File: config.mk
export PLATFORM = sky130hd
export DESIGN_NAME = cla_pipe_adder_flat
export DESIGN_NICKNAME = d
export VERILOG_FILES = /design/src/rtl/cla_pipe_adder_if.sv /design/src/rtl/cla_pipe_adder.sv /design/src/flat_wrapper.sv
export SDC_FILE = /design/constraint.sdc
export NUM_CORES = 1
export LEC_CHECK = 0
export ABC_AREA = 1
export ABC_CLOCK_PERIOD_IN_PS = 9360
export BUFFER_PORTS_ARGS = -buffer_cell sky130_fd_sc_hd__buf_2
export CORE_ASPECT_RATIO = 1.75
export CORE_MARGIN = 4
export CORE_UTILIZATION = 60
export CTS_CLUSTER_DIAMETER = 100
export DETAILED_ROUTE_END_ITERATION = 8
export GPL_TIMING_DRIVEN = 0
export PLACE_DENSITY = 0.82
export SYNTH_ARGS = -nofsm -noshare
export SYNTH_HDL_FRONTEND = slang
export SYNTH_SLANG_ARGS = --single-unit
File: constraint.sdc
create_clock -name iClk -period 9.36 [get_ports iClk]
set_input_delay 0.468 -clock iClk [delete_from_list [all_inputs] [get_ports iClk]]
set_output_delay 0.468 -clock iClk [all_outputs]
set_load 0.02 [all_outputs]
File: src/rtl/cla_pipe_adder_if.sv
// Operand/result handshake bundle for cla_pipe_adder. The master drives operands and the
// downstream ready; the slave (the adder) drives its ready and the result.
interface cla_pipe_adder_if #(
  parameter int unsigned WIDTH = 32
);
  logic             iValid;
  logic             oReady;
  logic [WIDTH-1:0] iA;
  logic [WIDTH-1:0] iB;
  logic             iCin;
  logic             iSub;
  logic             oValid;
  logic             iReady;
  logic [WIDTH-1:0] oSum;
  logic             oCout;
  logic             oOvf;
  logic             oZero;

  modport master (
    output iValid, iA, iB, iCin, iSub, iReady,
    input  oReady, oValid, oSum, oCout, oOvf, oZero
  );

  modport slave (
    input  iValid, iA, iB, iCin, iSub, iReady,
    output oReady, oValid, oSum, oCout, oOvf, oZero
  );
endinterface

File: src/rtl/cla_pipe_adder.sv
// Two-stage pipelined carry-lookahead adder/subtractor with valid/ready flow control.
// Stage 1 registers bit and group generate/propagate; stage 2 resolves carries and flags.
module cla_pipe_adder #(
  parameter int unsigned WIDTH = 32,
  parameter int unsigned GROUP = 4
) (
  input logic             iClk,
  input logic             iRst_n,
  cla_pipe_adder_if.slave bus
);
  localparam int unsigned NumGroups = WIDTH / GROUP;

  // Stage 1 combinational terms
  logic [WIDTH-1:0]     bx;
  logic [WIDTH-1:0]     bit_g;
  logic [WIDTH-1:0]     bit_p;
  logic [NumGroups-1:0] grp_g;
  logic [NumGroups-1:0] grp_p;

  // Stage 1 registers
  logic                 s1_valid_q, s1_valid_d;
  logic [WIDTH-1:0]     s1_g_q, s1_g_d;
  logic [WIDTH-1:0]     s1_p_q, s1_p_d;
  logic [NumGroups-1:0] s1_gg_q, s1_gg_d;
  logic [NumGroups-1:0] s1_gp_q, s1_gp_d;
  logic                 s1_c0_q, s1_c0_d;
  logic                 s1_amsb_q, s1_amsb_d;
  logic                 s1_bmsb_q, s1_bmsb_d;

  // Stage 2 combinational terms
  logic [NumGroups:0]   grp_c;
  logic [WIDTH-1:0]     carry;
  logic                 c_run;
  logic [WIDTH-1:0]     sum;

  // Stage 2 registers
  logic                 s2_valid_q, s2_valid_d;
  logic [WIDTH-1:0]     sum_q, sum_d;
  logic                 cout_q, cout_d;
  logic                 ovf_q, ovf_d;
  logic                 zero_q, zero_d;

  logic s1_adv, s2_adv, s1_load, s2_load;

  assign s2_adv  = !s2_valid_q || bus.iReady;
  assign s1_adv  = !s1_valid_q || s2_adv;
  assign s1_load = s1_adv && bus.iValid;
  assign s2_load = s2_adv && s1_valid_q;

  always_comb begin
    bx    = bus.iSub ? ~bus.iB : bus.iB;
    bit_g = bus.iA & bx;
    bit_p = bus.iA ^ bx;
    grp_g = '0;
    grp_p = '0;
    // Unrolled per-group lookahead: G = g3 | p3 g2 | p3 p2 g1 | p3 p2 p1 g0, P = &p
    for (int k = 0; k < NumGroups; k++) begin
      grp_g[k] = 1'b0;
      grp_p[k] = 1'b1;
      for (int i = 0; i < GROUP; i++) begin
        grp_g[k] = bit_g[k*GROUP+i] | (bit_p[k*GROUP+i] & grp_g[k]);
        grp_p[k] = grp_p[k] & bit_p[k*GROUP+i];
      end
    end
  end

  always_comb begin
    grp_c    = '0;
    carry    = '0;
    c_run    = 1'b0;
    grp_c[0] = s1_c0_q;
    for (int k = 0; k < NumGroups; k++) begin
      grp_c[k+1] = s1_gg_q[k] | (s1_gp_q[k] & grp_c[k]);
    end
    // In-group carries seeded from each group's carry-in
    for (int k = 0; k < NumGroups; k++) begin
      c_run = grp_c[k];
      for (int i = 0; i < GROUP; i++) begin
        carry[k*GROUP+i] = c_run;
        c_run = s1_g_q[k*GROUP+i] | (s1_p_q[k*GROUP+i] & c_run);
      end
    end
    sum = s1_p_q ^ carry;
  end

  always_comb begin
    s1_valid_d = s1_adv ? bus.iValid : s1_valid_q;
    s1_g_d     = s1_g_q;
    s1_p_d     = s1_p_q;
    s1_gg_d    = s1_gg_q;
    s1_gp_d    = s1_gp_q;
    s1_c0_d    = s1_c0_q;
    s1_amsb_d  = s1_amsb_q;
    s1_bmsb_d  = s1_bmsb_q;
    if (s1_load) begin
      s1_g_d    = bit_g;
      s1_p_d    = bit_p;
      s1_gg_d   = grp_g;
      s1_gp_d   = grp_p;
      s1_c0_d   = bus.iCin ^ bus.iSub;
      s1_amsb_d = bus.iA[WIDTH-1];
      s1_bmsb_d = bx[WIDTH-1];
    end

    s2_valid_d = s2_adv ? s1_valid_q : s2_valid_q;
    sum_d      = sum_q;
    cout_d     = cout_q;
    ovf_d      = ovf_q;
    zero_d     = zero_q;
    if (s2_load) begin
      sum_d  = sum;
      cout_d = grp_c[NumGroups];
      ovf_d  = (s1_amsb_q == s1_bmsb_q) && (sum[WIDTH-1] != s1_amsb_q);
      zero_d = ~|sum;
    end
  end

  always_ff @(posedge iClk or negedge iRst_n) begin
    if (!iRst_n) begin
      s1_valid_q <= 1'b0;
      s1_g_q     <= '0;
      s1_p_q     <= '0;
      s1_gg_q    <= '0;
      s1_gp_q    <= '0;
      s1_c0_q    <= 1'b0;
      s1_amsb_q  <= 1'b0;
      s1_bmsb_q  <= 1'b0;
      s2_valid_q <= 1'b0;
      sum_q      <= '0;
      cout_q     <= 1'b0;
      ovf_q      <= 1'b0;
      zero_q     <= 1'b0;
    end else begin
      s1_valid_q <= s1_valid_d;
      s1_g_q     <= s1_g_d;
      s1_p_q     <= s1_p_d;
      s1_gg_q    <= s1_gg_d;
      s1_gp_q    <= s1_gp_d;
      s1_c0_q    <= s1_c0_d;
      s1_amsb_q  <= s1_amsb_d;
      s1_bmsb_q  <= s1_bmsb_d;
      s2_valid_q <= s2_valid_d;
      sum_q      <= sum_d;
      cout_q     <= cout_d;
      ovf_q      <= ovf_d;
      zero_q     <= zero_d;
    end
  end

  assign bus.oReady = s1_adv;
  assign bus.oValid = s2_valid_q;
  assign bus.oSum   = sum_q;
  assign bus.oCout  = cout_q;
  assign bus.oOvf   = ovf_q;
  assign bus.oZero  = zero_q;
endmodule

File: src/flat_wrapper.sv
// flat-port wrapper written by rule: the top's interface ports become plain ports
module cla_pipe_adder_flat 
#(
  parameter int unsigned WIDTH = 32,
  parameter int unsigned GROUP = 4
)
  (iClk, iRst_n, bus_iValid, bus_iA, bus_iB, bus_iCin, bus_iSub, bus_iReady, bus_oReady, bus_oValid, bus_oSum, bus_oCout, bus_oOvf, bus_oZero);
  cla_pipe_adder_if #(.WIDTH(WIDTH)) bus_i ();
  input logic iClk;
  input logic iRst_n;
  input wire logic [$bits(bus_i.iValid)-1:0] bus_iValid;
  input wire logic [$bits(bus_i.iA)-1:0] bus_iA;
  input wire logic [$bits(bus_i.iB)-1:0] bus_iB;
  input wire logic [$bits(bus_i.iCin)-1:0] bus_iCin;
  input wire logic [$bits(bus_i.iSub)-1:0] bus_iSub;
  input wire logic [$bits(bus_i.iReady)-1:0] bus_iReady;
  output wire logic [$bits(bus_i.oReady)-1:0] bus_oReady;
  output wire logic [$bits(bus_i.oValid)-1:0] bus_oValid;
  output wire logic [$bits(bus_i.oSum)-1:0] bus_oSum;
  output wire logic [$bits(bus_i.oCout)-1:0] bus_oCout;
  output wire logic [$bits(bus_i.oOvf)-1:0] bus_oOvf;
  output wire logic [$bits(bus_i.oZero)-1:0] bus_oZero;
  assign bus_i.iValid = bus_iValid;
  assign bus_i.iA = bus_iA;
  assign bus_i.iB = bus_iB;
  assign bus_i.iCin = bus_iCin;
  assign bus_i.iSub = bus_iSub;
  assign bus_i.iReady = bus_iReady;
  assign bus_oReady = bus_i.oReady;
  assign bus_oValid = bus_i.oValid;
  assign bus_oSum = bus_i.oSum;
  assign bus_oCout = bus_i.oCout;
  assign bus_oOvf = bus_i.oOvf;
  assign bus_oZero = bus_i.oZero;
  cla_pipe_adder #(.WIDTH(WIDTH), .GROUP(GROUP)) u_core (.iClk(iClk), .iRst_n(iRst_n), .bus(bus_i));
endmodule
==> impl_metrics.py <==
metrics = {
    "run_status": {
        "outcome": "completed",
    },
    "cells_and_area": {
        "drive_gt1_share_pct": 22.1,
        "instances_no_fill": 874,
        "diodes": 0,
        "regArea_sq_mm": 0.00280,
        "nFillCells": 711,
        "areaGrowthSynthToFinish_pct": 17.2,
        "multiInputGateArea_sq_mm": 0.00264,
        "final_design_area_no_fill_sq_mm": 0.00671,
        "finalNetCount": 875,
    },
    "routing": {
        "wirelength_um": 14500,
        "first_pass_iters": 5,
        "drt_iter0_markers": 370,
        "postRouteAntennaNets": 0,
        "drc": 0,
        "routedWlPerCell_um": 16.6,
        "vias_per_cell": 5.46,
        "vias": 4775,
    },
    "worst_setup_path": {
        "worstPathRequired_ns": 9.59,
        "crit_chain": "nand2_1, nand2_2, nand2_2, nand2_2, nand2_2, nand2_2, nand2_2, nand2_2, nand2_2, nand2_2, nand2_2, nand2_2, nand2_2, nand2_2, ha_1, or2_2, ha_1, or2_2, ha_1, nor2_1, xor2_1, nor2_1, nand3_1, o41ai_1",
        "worst_path_largest_cell_delay_ns": 0.40,
        "setup.worst_path.end_class": "register",
        "critPathSlowestCell": "dfrtp_1",
        "path_common_cell": "nand2_2",
        "crit_family": "simple AND/OR/NAND/NOR gates",
        "crit_fanout": 4,
        "cp-start-kind": "register",
        "worstSetupPathType": "reg -> reg",
        "crit_buf_inv": 0,
        "crit_arrival_ns": 3.59,
    },
    "clock_tree": {
        "htree_levels": 3,
        "cts_buffer_depth": 2,
        "cts.repair.resized": 0,
        "clk_latency_ns": 0.35,
        "root_buffer": "clkbuf_16",
        "cts.clk_slew.worst_paths_ns": 0.07,
        "postCtsSetupRepairBufs": 0,
        "cts_made_buffers": 9,
        "ctsHoldBuffers": 0,
        "clock_sinks": 112,
        "cts_tree": "yes",
    },
    "power_and_ir_drop": {
        "ir_drop_uv": 168,
        "combPwrFrac_pct": 34.8,
        "swShare_pct": 36.8,
        "p_switching_w": 0.000594,
        "p_leak_nw": 3.67,
        "clock_power_share_pct": 23.1,
        "p_seq_share_pct": 42.1,
        "internal_power_w": 0.00102,
        "powerDensity_mw_per_mm2": 240,
    },
    "global_route": {
        "grt_first_pass_wirelength_um": 23200,
        "antenna_found_initial": 0,
        "grt_overflow_total": 0,
        "grt_usage_pct": 27.7,
        "grt_max_degree": 62,
        "grt_pass1_vias": 4973,
    },
    "timing": {
        "layout_min_cycle_time_ns": 3.35,
        "relSlewSlack_pct": 52.4,
        "hold_ws_ns": 0.146,
        "setup_viol": 0,
        "period_share_pct": 35.8,
        "fin_tns_setup_ns": 0,
        "max_freq_mhz": 298,
        "finalHoldViolCount": 0,
        "slew_viol_final": 0,
        "tightest_slew_ns": 0.714,
        "rsz0062_at_grt": "no",
        "finalClockSkew_ns": 0.00674,
        "worst_slack_ns": 6.01,
    },
    "synth": {
        "syn_nets": 758,
        "netlist.area_leader.share_pct": 49.0,
        "synth_adder_area_share_pct": 12.2,
        "synth-edff-count": 0,
        "yosys-top-cells-area": "dfrtp_1 (49%), nand2_1 (14%), ha_1 (12%)",
        "yosys-top-cells-count": "nand2_1 (216), dfrtp_1 (112), ha_1 (56)",
        "synth-seq-area-share_pct": 49.0,
        "yosysMostFrequentCell": "nand2_1",
        "synth_async_sr_flop_share_pct": 100,
        "synth-compound-area-share_pct": 7.71,
        "synth_area_per_cell_sq_um": 9.06,
        "synth_flop_cell": "dfrtp_1",
        "syn_area_sq_mm": 0.00573,
        "synthSimpleGateAreaFrac_pct": 20.0,
        "synth_warnings": 0,
        "synth-seq-cells": 112,
        "synth_cell_types": 26,
        "synth-xor-area-share_pct": 6.27,
        "yosysTopAreaCell": "dfrtp_1",
        "synth.area.mux_share_pct": 0,
        "syn-instance-count": 632,
        "synth_top_family_by_area": "simple AND/OR/NAND/NOR gates",
    },
    "place": {
        "dp.cells": 858,
        "place_congestion": 0.929,
        "dp_slack_ns": 6.01,
        "post-dp-hpwl_um": 11100,
        "dpl-instance-area_sq_mm": 0.00643,
        "numPortBuffers": 105,
    },
    "floorplanning": {
        "row_count": 46,
        "initial_core_util_pct": 62.2,
        "die_w_um": 81.8,
        "dieArea_sq_mm": 0.0112,
        "coreArea_sq_mm": 0.00921,
        "die_y_um": 137,
        "pin_count": 107,
    },
    "hold_path": {
        "hp-class": "in -> async",
    },
    "flow_run": {
        "cap_violations": 0,
    },
}
-- registers in the layout (all words and copies together), names as in the netlist --
| register | cells |
|---|---|
| u_core.bus.oSum | 32 |
| u_core.s1_p_q | 32 |
| u_core.s1_g_q | 24 |
| u_core.s1_gg_q | 8 |
| u_core.s1_gp_q | 8 |
| u_core.bus.oCout | 1 |
| u_core.bus.oOvf | 1 |
| u_core.bus.oValid | 1 |
| u_core.bus.oZero | 1 |
| u_core.s1_amsb_q | 1 |
| u_core.s1_bmsb_q | 1 |
| u_core.s1_c0_q | 1 |
| u_core.s1_valid_q | 1 |
-- kinds of logic after synthesis --
group           Yosys count
compound gates           76
buf+inv                  70
flops                   112
fa+ha+maj                56
xor+xnor                 41
simple gates            277
-- metrics by stage --
step / utilization [%] / power [W]
final: 72.9 / 0.00161
after global routing: 72.9 / 0.00171
after CTS: 72.9 / 0.00162
after detailed placement: 69.8 / 0.00124
after global placement: 69.5 / 0.00122
after floorplan: - / 0.00103
-- per-layer routing --
metal | part of all wire, % | track usage (%) | vias up
li1 | - | - | 2274
met2 | 52 | 48.2 | 199
met3 | 6.8 | 4.06 | 52
met1 | 37 | 32.3 | 2250
met4 | 4.3 | 14.4 | 0
met5 | 0 | 0 | -
-- power groups by stage --
stage	Clock [W]	Sequential, W	Combinational [W]
after floorplan	0	0.000767	0.000267
after global placement	0	0.000678	0.000538
after detailed placement	0	0.000686	0.000557
after CTS	0.000375	0.000679	0.000563
after global routing	0.000392	0.000693	0.000626
final	0.000373	0.000679	0.000561
-- layout by cell type, fill, tap and decap left out, drive strengths merged --
master / Yosys / routed
nand4: 2 / 2
inv: 44 / 44
o31ai: 1 / 1
bufinv: 0 / 1
buf: 13 / 119
xnor2: 1 / 1
o21ai: 51 / 51
clkbuf: 13 / 25
or2: 16 / 16
nand3: 7 / 7
nand2: 230 / 230
a21oi: 8 / 8
a211oi: 2 / 2
dfrtp: 112 / 112
ha: 56 / 56
o41ai: 5 / 5
nor2: 16 / 16
o21a: 1 / 1
nor4: 5 / 5
o221ai: 7 / 7
nor3: 1 / 1
clkinv: 0 / 3
xor2: 40 / 40
o211ai: 1 / 1
-- layout make-up --
class / instances / share of cell area (%)
plain buffers: 26 / 1.70
clock inverters: 4 / 0.671
well taps: 120 / 2.24
repair buffers: 106 / 8.28
inverters: 44 / 2.46
multi-input cells: 450 / 39.4
flip-flops and latches: 112 / 41.8
clock buffers: 12 / 3.52
-- path summary, 6_finish.rpt --
kind / startpoint / endpoint / slack [ns] / depth (start not counted)
setup / recovery: u_core.s1_c0_q / u_core.bus.oZero / 6.01 / 24
max in group asynchronous: iRst_n / u_core.bus.oSum[5] / 8.49 / 2
hold reg to reg: u_core.s1_g_q[4] / u_core.s1_g_q[4] / 0.47 / 2
hold / removal: iRst_n / u_core.bus.oSum[16] / 0.15 / 1
setup reg to reg: u_core.s1_c0_q / u_core.bus.oZero / 6.01 / 24
min in group iClk: bus_iA[31] / u_core.s1_amsb_q / 0.36 / 3
No activity file was read; power rests on OpenSTA's default activity.
